==> src/rtl/mdr_pkg.sv <==
// mdr_pkg: FSM state and access-size encodings shared by the MDR controller and its lane extender.
package mdr_pkg;

    typedef enum logic [1:0] {
        ST_IDLE    = 2'd0,
        ST_RD_WAIT = 2'd1,
        ST_WR_WAIT = 2'd2
    } state_t;

    localparam logic [1:0] SZ_BYTE = 2'b00;
    localparam logic [1:0] SZ_HALF = 2'b01;
    localparam logic [1:0] SZ_WORD = 2'b10;
    localparam logic [1:0] SZ_FULL = 2'b11;

    // Byte offset arrives zero-extended to 3 bits so one check serves both datapath widths.
    function automatic logic misaligned(input logic [1:0] sz, input logic [2:0] a);
        return sz == SZ_HALF ? a[0] : sz == SZ_WORD ? |a[1:0] : sz == SZ_FULL ? |a : 1'b0;
    endfunction

endpackage

==> src/rtl/mdr_extend.sv <==
// mdr_extend: selects the addressed lane of a memory word and sign/zero-extends it to DATA_W.
module mdr_extend
    import mdr_pkg::*;
#(
    parameter int DATA_W = 32
) (
    input  logic [DATA_W-1:0]             i_data,
    input  logic [1:0]                    i_size,
    input  logic [$clog2(DATA_W/8)-1:0]   i_addr,
    input  logic                          i_sext,
    output logic [DATA_W-1:0]             o_data
);

    logic [DATA_W-1:0] w_sh;
    logic [DATA_W-1:0] w_word;

    assign w_sh = i_data >> {i_addr, 3'b000};

    if (DATA_W > 32) begin : g_wide
        assign w_word = {{(DATA_W-32){i_sext & w_sh[31]}}, w_sh[31:0]};
    end else begin : g_narrow
        assign w_word = w_sh;
    end

    always_comb
        o_data = i_size == SZ_BYTE ? {{(DATA_W-8){i_sext & w_sh[7]}}, w_sh[7:0]}
               : i_size == SZ_HALF ? {{(DATA_W-16){i_sext & w_sh[15]}}, w_sh[15:0]}
               : i_size == SZ_WORD ? w_word
               : w_sh;

endmodule

==> src/rtl/mdr_ctrl.sv <==
// mdr_ctrl: memory data register with sized, aligned memory read/write handshake.
// Define MDR_CTRL_TIMEOUT_EN to abandon a transaction after TIMEOUT_CYC cycles without mem_ack.
module mdr_ctrl
    import mdr_pkg::*;
#(
    parameter int DATA_W      = 32,
    parameter int TIMEOUT_CYC = 16
) (
    input  logic                          clk,
    input  logic                          clear_n,
    input  logic [DATA_W-1:0]             bus_mux_out,
    input  logic                          MDRin,
    input  logic                          Read,
    input  logic                          Write,
    input  logic [1:0]                    size,
    input  logic                          sign_ext,
    input  logic [$clog2(DATA_W/8)-1:0]   addr_lo,
    input  logic [DATA_W-1:0]             mem_rdata,
    input  logic                          mem_ack,
    output logic                          mem_req,
    output logic                          mem_we,
    output logic [DATA_W-1:0]             mem_wdata,
    output logic [DATA_W/8-1:0]           mem_be,
    output logic [DATA_W-1:0]             mdr_out,
    output logic                          busy,
    output logic                          done,
    output logic                          err
);

    localparam int NB = DATA_W / 8;
    localparam int AW = $clog2(NB);

    state_t            r_state, w_next;
    logic [DATA_W-1:0] r_mdr, r_wdata, w_wdata, w_ext;
    logic [NB-1:0]     r_be, w_be, w_mask;
    logic [1:0]        r_size;
    logic [AW-1:0]     r_addr;
    logic              r_sext, r_done, r_err;
    logic              w_idle, w_misal, w_rd, w_wr, w_bad, w_ack, w_tmo;

    assign w_idle  = r_state == ST_IDLE;
    assign w_misal = misaligned(size, 3'(addr_lo));
    assign w_rd    = w_idle && Read && !w_misal;
    assign w_wr    = w_idle && !Read && Write && !w_misal;
    assign w_bad   = w_idle && (Read || Write) && w_misal;
    assign w_ack   = !w_idle && mem_ack;

`ifdef MDR_CTRL_TIMEOUT_EN
    localparam int CW = $clog2(TIMEOUT_CYC + 1);
    logic [CW-1:0] r_cnt;

    // r_cnt holds the number of ack-less wait cycles already completed.
    always_ff @(posedge clk or negedge clear_n)
        if (!clear_n)
            r_cnt <= '0;
        else if (w_rd || w_wr)
            r_cnt <= '0;
        else if (!w_idle)
            r_cnt <= r_cnt + 1'b1;

    assign w_tmo = !w_idle && !mem_ack && r_cnt == CW'(TIMEOUT_CYC - 1);
`else
    assign w_tmo = 1'b0;
`endif

    always_ff @(posedge clk or negedge clear_n)
        if (!clear_n)
            r_state <= ST_IDLE;
        else
            r_state <= w_next;

    always_comb begin
        w_next = r_state;
        if (w_rd)
            w_next = ST_RD_WAIT;
        else if (w_wr)
            w_next = ST_WR_WAIT;
        else if (w_ack || w_tmo)
            w_next = ST_IDLE;
    end

    always_comb begin
        mem_req = !w_idle;
        mem_we  = r_state == ST_WR_WAIT;
        busy    = !w_idle;
    end

    always_comb begin
        w_wdata = size == SZ_BYTE ? {NB{r_mdr[7:0]}}
                : size == SZ_HALF ? {(NB/2){r_mdr[15:0]}}
                : size == SZ_WORD ? {(DATA_W/32){r_mdr[31:0]}}
                : r_mdr;
        w_mask  = size == SZ_BYTE ? NB'(1) : size == SZ_HALF ? NB'(3) : size == SZ_WORD ? NB'(15) : '1;
        w_be    = w_mask << addr_lo;
    end

    mdr_extend #(.DATA_W(DATA_W)) u_extend (
        .i_data (mem_rdata),
        .i_size (r_size),
        .i_addr (r_addr),
        .i_sext (r_sext),
        .o_data (w_ext)
    );

    // Access attributes are captured at request so the bus may move on while waiting.
    always_ff @(posedge clk or negedge clear_n)
        if (!clear_n) begin
            r_mdr   <= '0;
            r_wdata <= '0;
            r_be    <= '0;
            r_size  <= SZ_BYTE;
            r_addr  <= '0;
            r_sext  <= 1'b0;
            r_done  <= 1'b0;
            r_err   <= 1'b0;
        end else begin
            r_done <= w_ack;
            r_err  <= w_bad || w_tmo;
            if (w_rd || w_wr) begin
                r_size <= size;
                r_addr <= addr_lo;
                r_sext <= sign_ext;
            end
            if (w_wr) begin
                r_wdata <= w_wdata;
                r_be    <= w_be;
            end
            if (w_ack && r_state == ST_RD_WAIT)
                r_mdr <= w_ext;
            else if (w_idle && MDRin && !Read && !Write)
                r_mdr <= bus_mux_out;
        end

    assign mem_wdata = r_wdata;
    assign mem_be    = r_be;
    assign mdr_out   = r_mdr;
    assign done      = r_done;
    assign err       = r_err;

endmodule

==> config.mk <==
export PLATFORM = sky130hd
export DESIGN_NAME = mdr_ctrl
export DESIGN_NICKNAME = d
export VERILOG_FILES = /design/src/rtl/mdr_pkg.sv /design/src/rtl/mdr_extend.sv /design/src/rtl/mdr_ctrl.sv
export SDC_FILE = /design/constraint.sdc
export NUM_CORES = 1
export LEC_CHECK = 0
export CAP_MARGIN = 15
export CORE_ASPECT_RATIO = 1.25
export CORE_MARGIN = 2
export CORE_UTILIZATION = 40
export CTS_CLUSTER_DIAMETER = 40
export CTS_CLUSTER_SIZE = 20
export DETAILED_ROUTE_END_ITERATION = 10
export PLACE_DENSITY = 0.72
export REMOVE_ABC_BUFFERS = 1
export SYNTH_ARGS = -nofsm -noshare
export SYNTH_HDL_FRONTEND = slang
export SYNTH_SLANG_ARGS = --single-unit
export TNS_END_PERCENT = 50
==> constraint.sdc <==
create_clock -name clk -period 2.2 [get_ports clk]
set_input_delay 0.55 -clock clk [delete_from_list [all_inputs] [get_ports clk]]
set_output_delay 0.55 -clock clk [all_outputs]
set_load 0.1 [all_outputs]
---- Yosys cells after proc, flatten, opt, wreduce, memory -nomap -nowiden ----
Cells that the tools add are included.
Widths: inputs -> output; s select.
word-level totals
  input port bits ......................... 75
  logic and storage cells ................. 57
  output and inout port bits .............. 73
  register bits ........................... 77
operators by class
  eq/ne operators ......................... 6
  mux-type cells .......................... 14
  shift-type cells ........................ 2
  reduce and logical (&&, ||, !) cells .... 24
  bitwise gates (word level) .............. 2
operators by type and width
  operator            count
  $mux 32             6
  $shr 32x5->32       1
  $logic_and 1x1->1   12
  $mux 4              2
  $eq 2x1->1 const B  3
  $eq 2x2->1 const B  3
  $logic_not 2->1     3
  $mux 2              3
  $logic_not 1->1     4
  $shl 4x2->4         1
  $mux 1              3
  $reduce_bool 3->1   1
  $and 1x1->1         2
  $logic_or 1x1->1    2
  $reduce_bool 2->1   1
  $reduce_or 2->1     1

---- Logic depth before layout (Yosys ltp) ----
Gate-level depths: netlist of run 1.
  depth after elaboration ................. 8
  mapped depth ............................ 6
  gate-level depth less buffers ........... 4

---- By module ----
Synthesis of run 1 repeated with hierarchy kept, for this count alone.
unflattened totals
  cells, all modules ...................... 395
  area, all modules ....................... 4674.5 um^2
modules (own cells, without submodules)
  module      instances  cells each  area each (um^2)
  mdr_ctrl    1          271         3762.4
  mdr_extend  1          124         912.1

---- Least setup slack after synthesis of run 1 ----
Ideal clock, no wire load.
  kind .................................... register to output
  start ................................... reg r_state[0]
  end ..................................... out mem_we
  data arrival time ....................... 1718 ps
  cell stages (with the launch flop) ...... 2
  data required time ...................... 1650 ps
  path buffers ............................ 0
  path slack .............................. -68 ps
  cell sequence ........................... dfrtp_1 nor2b_1
on the way
  cells in the longest elaborated chain, start to end .. 1
RTL lines
  element                 RTL line        RTL
  start, declared         mdr_ctrl.sv:33  state_t r_state, w_next;
  start signal, assigned  mdr_ctrl.sv:70  r_state <= w_next;
  $eq 2x2->1              mdr_ctrl.sv:84  mem_we = r_state == ST_WR_WAIT;
  end, declared           mdr_ctrl.sv:21  output logic mem_we,
No other way between the ends.

---- Final worst setup path of run 1 ----
  start ................................... reg r_state[1]
  end ..................................... out mem_req
on the way
  cells in the longest elaborated chain, start to end .. 2
RTL lines
  element          RTL line        RTL
  $logic_not 2->1  mdr_ctrl.sv:41  assign w_idle = r_state == ST_IDLE;
  $logic_not 1->1  mdr_ctrl.sv:83  mem_req = !w_idle;
  end, declared    mdr_ctrl.sv:20  output logic mem_req,
No other way between the ends.

==> metrics.log, run 1 <==
INFO  metric synth_top_area_share = 44.4%
INFO  metric cts-root-buf = sky130_fd_sc_hd__clkbuf_16
INFO  metric die_w = 97.1 µm
INFO  metric synth_area_leader_cell = sky130_fd_sc_hd__dfrtp_1
INFO  metric launch_instance_of_the_worst_register_to_register_path = r_size[0]
INFO  metric reg2reg_slack = 0.32 ns
INFO  metric ys_top_cells_by_area = sky130_fd_sc_hd__dfrtp_1, sky130_fd_sc_hd__mux2i_1, sky130_fd_sc_hd__mux2_2, sky130_fd_sc_hd__nand2_1, sky130_fd_sc_hd__a32oi_2
INFO  metric timing.critical_path.slowest_stage_cell = sky130_fd_sc_hd__dfrtp_1
INFO  metric rsz_0062_raised_after_global_routing = true
INFO  metric wire_per_inst = 18.4 µm
INFO  metric numClockSinks = 77
INFO  metric cp_cell_sequence = nor2_1 > inv_1 > buf_12
INFO  metric worst_setup_path_start_kind = flop
INFO  metric first_pass_iters = 4
INFO  metric port_buffers = 147
INFO  metric post-cts-setup-buffer-count = 0
INFO  metric grt_max_degree = 49
INFO  metric antenna_cells_inserted = 0
INFO  metric fin_worst_skew = 0.00842 ns
INFO  metric postRouteAntennaNets = 0
INFO  metric yosysUniqueCellTypes = 41
INFO  metric synthFlopType = sky130_fd_sc_hd__dfrtp_1
INFO  metric worst_slew_slack_as_a_fraction_of_its_limit = 51.0%
INFO  metric timing.fmax = 477 MHz
INFO  metric max_stage_delay = 0.41 ns
INFO  metric synth_area_per_cell = 9.94 µm²
INFO  metric detail_route.drc_violations = 0
INFO  metric placement_rows = 42
INFO  metric yosys_register_bits = 77
INFO  metric initial_antenna_violation_count = 0
INFO  metric ctsHtreeMaxLevel = 3
INFO  metric total_half_perimeter_wirelength_after_legalization_and_detailed_placement = 9640 µm
INFO  metric yosysSeqAreaShare = 44.4%
INFO  metric grt_remaining_overflow = 0
INFO  metric hold_viol = 0
INFO  metric num-nets-final = 662
INFO  metric crit-reg2reg-capture = mdr_out[12]
INFO  metric synth.most_common_cell = sky130_fd_sc_hd__nand2_1
INFO  metric dieHeight = 120 µm
INFO  metric detail_route.wirelength = 13300 µm
INFO  metric timing.critical_path.fanout_max = 7
INFO  metric worst_skew_pair.late_latency = 0.34 ns
INFO  metric maxCapViolations = 0
INFO  metric first_global_vias = 3975
INFO  metric drv_slew = 0
INFO  metric number_of_hold_buffers_added_after_cts = 0
INFO  metric final_layout_size_suffix_gt1_share = 29.5%
INFO  metric num_vias = 3949
INFO  metric path_clk_slew = 0.06 ns
INFO  metric number_of_buffers_added_by_the_clock_tree_synthesis_step = 9
INFO  metric initial_core_util = 41.0%
INFO  metric critPathBufInv = 2
INFO  metric yosys_warnings = 0
INFO  metric ff2ff_path_depth = 4
INFO  metric async_flop_share = 100%
INFO  metric post_drt_via_cell_ratio = 5.47
INFO  metric final_core_util = 58.7%
INFO  metric mappedNetlistArea = 4340 µm²
INFO  metric kind_of_cell_adding_the_most_delay_to_the_critical_path = buffers and inverters
INFO  metric top_level_ports = 148
INFO  metric synth_enable_flop_cells = 0
INFO  metric hold_path.class = primary input to async pin
INFO  metric grt_first_pass_wirelength = 20700 µm
INFO  metric syn_to_final_growth = 43.1%
INFO  metric status = finished, final reports clean
INFO  metric globalplace.congestion = 0.850
INFO  metric layout_min_cycle_time = 2.10 ns
INFO  metric critical_path_arrival = 1.55 ns
INFO  metric synthesis.instances = 436
INFO  metric req_time_crit_path = 1.65 ns
INFO  metric fp.coreArea = 10600 µm²
INFO  metric die_area = 11700 µm²
INFO  metric synth_commonest_cells = sky130_fd_sc_hd__nand2_1, sky130_fd_sc_hd__dfrtp_1, sky130_fd_sc_hd__mux2i_1
INFO  metric cp-end-kind = primary output
INFO  metric grtUsageTotal = 22.4%
INFO  metric drt-initial-drc-count = 227
INFO  metric tritoncts = built
INFO  metric timing_worst_slew_pin_value = 0.732 ns
INFO  metric cts_resized = 0
INFO  metric report.final.setup_viol = 0
INFO  metric critPathKind = flop to primary output
INFO  metric final_critical_path_share_of_the_clock_period = 95.3%
INFO  metric ctsLongestPathBuffers = 2
-- layout by cell type, fill, tap and decap left out, drive strengths merged, types with 2 or more instances in the layout --
cell type / count
buf: 109
nor2b: 10
a22oi: 3
mux2i: 36
nand2: 89
clkbuf: 12
mux2: 31
a32oi: 14
a21oi: 24
dfrtp: 77
nor4: 2
nand2b: 2
mux4: 2
clkdlybuf4s50: 73
o21ai: 15
nor2: 28
a2111oi: 7
nor3: 9
and3: 5
a211o: 7
a31oi: 15
o32ai: 2
clkinv: 2
inv: 6
-- worst max-delay path by stage --
stage | from | endpoint | slack [ns] | cells past startpoint
floorplan | mem_ack | mdr_out[25] | -0.44 | 4
detailed placement | mem_ack | mdr_out[12] | -0.21 | 6
CTS | mem_ack | mdr_out[13] | 0.12 | 6
global route | mem_ack | mdr_out[10] | -0.009 | 6
global placement | mem_ack | mdr_out[14] | -0.16 | 7
finish | r_state[1] | mem_req | 0.10 | 3
-- metrics by stage --
step / TNS [ns] / hold slack [ns] / instances / instance area (µm²) / setup slack [ns]
6_report: 0 / 0.134 / 722 / 6200 / 0.102
5_1_grt: -0.0154 / 0.178 / 722 / 6200 / -0.00850
4_1_cts: 0 / 0.157 / 722 / 6200 / 0.123
3_5_place_dp: -4.53 / 0.500 / 708 / 5940 / -0.206
3_3_place_gp: -3.74 / 0.493 / 708 / 5940 / -0.155
2_1_floorplan: -10.57 / 0.254 / 394 / 4100 / -0.435
-- flip-flops by register name (all words and copies together), names as in the netlist --
name / count
done: 1
err: 1
mdr_out: 32
mem_be: 4
mem_wdata: 32
r_addr: 2
r_sext: 1
r_size: 2
r_state: 2
-- final cells by class --
type                       instances  area [µm²]
clock buffer                      12         256
clock inverter                     2        10.0
fill                             935        4360
inverter                           6        22.5
multi-input combinational        311        2150
sequential                        77        1930
tap                              132         165
timing repair buffer             182        1670
-- kinds of logic after synthesis --
logic type,Yosys count,synth area share (%)
compound gates,92,16.7
buf+inv,48,6.06
flops,77,44.4
mux,69,17.4
simple gates,150,15.4
-- routing by layer --
layer / vias to the layer above / routed length [µm] / global-route usage [%]
met5: - / 0 / 0
met4: 0 / 244 / 7.75
met3: 16 / 659 / 4.10
met2: 126 / 6760 / 38.1
met1: 1965 / 5610 / 29.0
li1: 1842 / - / -
Power of run 1 is not shown: default switching activity piles up to over one toggle a cycle in this logic, so the estimate is an artifact.
==> run 2: changes to the inputs <==
Settings changed: PLACE_DENSITY 0.72 to 0.71.
==> run 2 against run 1 <==
  * Sequential cell count unchanged
  * Wire length up 2.4%
  * Largest cell class unchanged
  * Utilization up 0.78 points
  * Register-to-register slack better by 0.04 ns
  * Maximum frequency down 0.20%
  * First-iteration DRC count down 2.6%
  * Highest routed layer unchanged
==> metrics.log, run 2 (synthesis results as in run 1) <==
INFO  metric timing.critical_path.fanout_max = 9 (was 7)
INFO  metric gr-usage-met3 = 5.26% (was 4.10%)
INFO  metric syn_to_final_growth = 45.0% (was 43.1%)
INFO  metric num-fill-cells = 902 (was 935)
INFO  metric die_w = 97.1 µm (unchanged)
INFO  metric post_drt_via_cell_ratio = 5.43 (was 5.47)
INFO  metric grtUsageTotal = 23.5% (was 22.4%)
INFO  metric drt-initial-drc-count = 221 (was 227)
INFO  metric number_of_buffers_added_by_the_clock_tree_synthesis_step = 9 (unchanged)
INFO  metric fin_tns_setup = 0 ns (unchanged)
INFO  metric worst_slew_slack_as_a_fraction_of_its_limit = 52.6% (was 51.0%)
INFO  metric critical_path_arrival = 2.30 ns (was 1.55 ns)
INFO  metric first_global_vias = 4066 (was 3975)
INFO  metric worst_setup_path_start_kind = primary input (was flop)
INFO  metric status = finished, final reports clean (unchanged)
INFO  metric drv_slew = 0 (unchanged)
INFO  metric num-nets-final = 668 (was 662)
INFO  metric post-cts-setup-buffer-count = 0 (unchanged)
INFO  metric rsz_0062_raised_after_global_routing = false (was true)
INFO  metric layout_min_cycle_time = 2.10 ns (about the same)
INFO  metric total_half_perimeter_wirelength_after_legalization_and_detailed_placement = 9950 µm (was 9640 µm)
INFO  metric die_area = 11700 µm² (unchanged)
INFO  metric final_core_util = 59.5% (was 58.7%)
INFO  metric cts_resized = 0 (unchanged)
INFO  metric detailed_place.area = 5960 µm² (was 5940 µm²)
INFO  metric finished_layout_cell_area = 6290 µm² (was 6200 µm²)
INFO  metric number_of_hold_buffers_added_after_cts = 0 (unchanged)
INFO  metric mostFrequentLayoutCells = sky130_fd_sc_hd__buf_4, sky130_fd_sc_hd__nand2_1, sky130_fd_sc_hd__dfrtp_1 (unchanged)
INFO  metric postRouteAntennaNets = 0 (unchanged)
INFO  metric grt_max_degree = 40 (was 49)
INFO  metric final_critical_path_share_of_the_clock_period = 95.5% (was 95.3%)
INFO  metric report.final.setup_viol = 0 (unchanged)
INFO  metric grt_remaining_overflow = 0 (unchanged)
INFO  metric detail_route.wirelength = 13600 µm (was 13300 µm)
INFO  metric critPathKind = primary input to flop (was flop to primary output)
INFO  metric cp-end-kind = flop (was primary output)
INFO  metric cts-root-buf = sky130_fd_sc_hd__clkbuf_16 (unchanged)
INFO  metric fp.coreArea = 10600 µm² (unchanged)
INFO  metric layout.area.seq = 1930 µm² (unchanged)
INFO  metric num_vias = 3959 (was 3949)
INFO  metric dieHeight = 120 µm (unchanged)
INFO  metric maxCapViolations = 0 (unchanged)
INFO  metric antenna_cells_inserted = 0 (unchanged)
INFO  metric timing_worst_slew_pin_value = 0.708 ns (was 0.732 ns)
INFO  metric ctsLongestPathBuffers = 2 (unchanged)
INFO  metric initial_core_util = 41.0% (unchanged)
INFO  metric globalplace.congestion = 0.887 (was 0.850)
INFO  metric first_pass_iters = 4 (unchanged)
INFO  metric req_time_crit_path = 2.40 ns (was 1.65 ns)
INFO  metric multi_input_comb_area = 2150 µm² (unchanged)
INFO  metric use_met1 = 28.5% (was 29.0%)
INFO  metric globalRoute.busiestLayer = met2 (unchanged)
INFO  metric hold_path.class = primary input to async pin (unchanged)
INFO  metric layout.cells.most_common = sky130_fd_sc_hd__buf_4 (unchanged)
INFO  metric port_buffers = 147 (unchanged)
INFO  metric worst_skew_pair.late_latency = 0.33 ns (was 0.34 ns)
INFO  metric grt.met2_usage = 41.1% (was 38.1%)
INFO  metric top_level_ports = 148 (unchanged)
INFO  metric wire_per_inst = 18.7 µm (was 18.4 µm)
INFO  metric path_clk_slew = 0.06 ns (about the same)
INFO  metric initial_antenna_violation_count = 0 (unchanged)
INFO  metric final_layout_size_suffix_gt1_share = 30.3% (was 29.5%)
INFO  metric grt_first_pass_wirelength = 21700 µm (was 20700 µm)
INFO  metric ctsHtreeMaxLevel = 3 (unchanged)
INFO  metric fin_worst_skew = 0.00539 ns (was 0.00842 ns)
INFO  metric reg2reg_slack = 0.36 ns (was 0.32 ns)
INFO  metric tritoncts = built (unchanged)
INFO  metric hold_viol = 0 (unchanged)
INFO  metric timing.fmax = 476 MHz (was 477 MHz)
INFO  metric placement_rows = 42 (unchanged)
INFO  metric numClockSinks = 77 (unchanged)
INFO  metric detail_route.drc_violations = 0 (unchanged)
run 2: layout make-up:
cell class,count,area share (%)
Clock buffer,10,3.64
Clock inverter,5,1.59
Inverter,6,0.358
Multi-Input combinational cell,311,34.2
Sequential cell,77,30.7
Tap cell,132,2.63
Timing Repair Buffer,188,27.0
run 2: per-layer routing:
metal | vias up | part of all wire (%)
li1 | 1863 | -
met2 | 113 | 52
met4 | 0 | 2.7
met1 | 1958 | 41
met3 | 25 | 4.7
met5 | - | 0
run 2: stage by stage:
step	worst slack (ns)	hold WS [ns]	std cells
floorplan	-0.435	0.254	394
global placement	-0.128	0.493	714
detailed placement	-0.198	0.498	714
CTS	0.141	0.203	729
global route	0.0104	0.231	729
finish	0.0980	0.186	729
run 2: final timing paths:
| kind | endpoint | start | cells after the start |
|---|---|---|---|
| hold / removal | r_state[1] | clear_n | 1 |
| min in group clk | mem_wdata[31] | mem_wdata[31] | 1 |
| setup reg to reg | mdr_out[10] | r_size[1] | 5 |
| setup / recovery | mdr_out[10] | mem_ack | 6 |
| hold reg to reg | mem_wdata[31] | mem_wdata[31] | 1 |
| max in group asynchronous | mdr_out[19] | clear_n | 2 |
run 2: worst max-delay path: stages:
cell and delay [ns]:
sky130_fd_sc_hd__clkdlybuf4s50_1 0.49, sky130_fd_sc_hd__inv_1 0.06, sky130_fd_sc_hd__or3_2 0.51, sky130_fd_sc_hd__buf_4 0.21, sky130_fd_sc_hd__a2111oi_1 0.38, sky130_fd_sc_hd__a31oi_1 0.09
Power of run 2 is left out for the same reason.
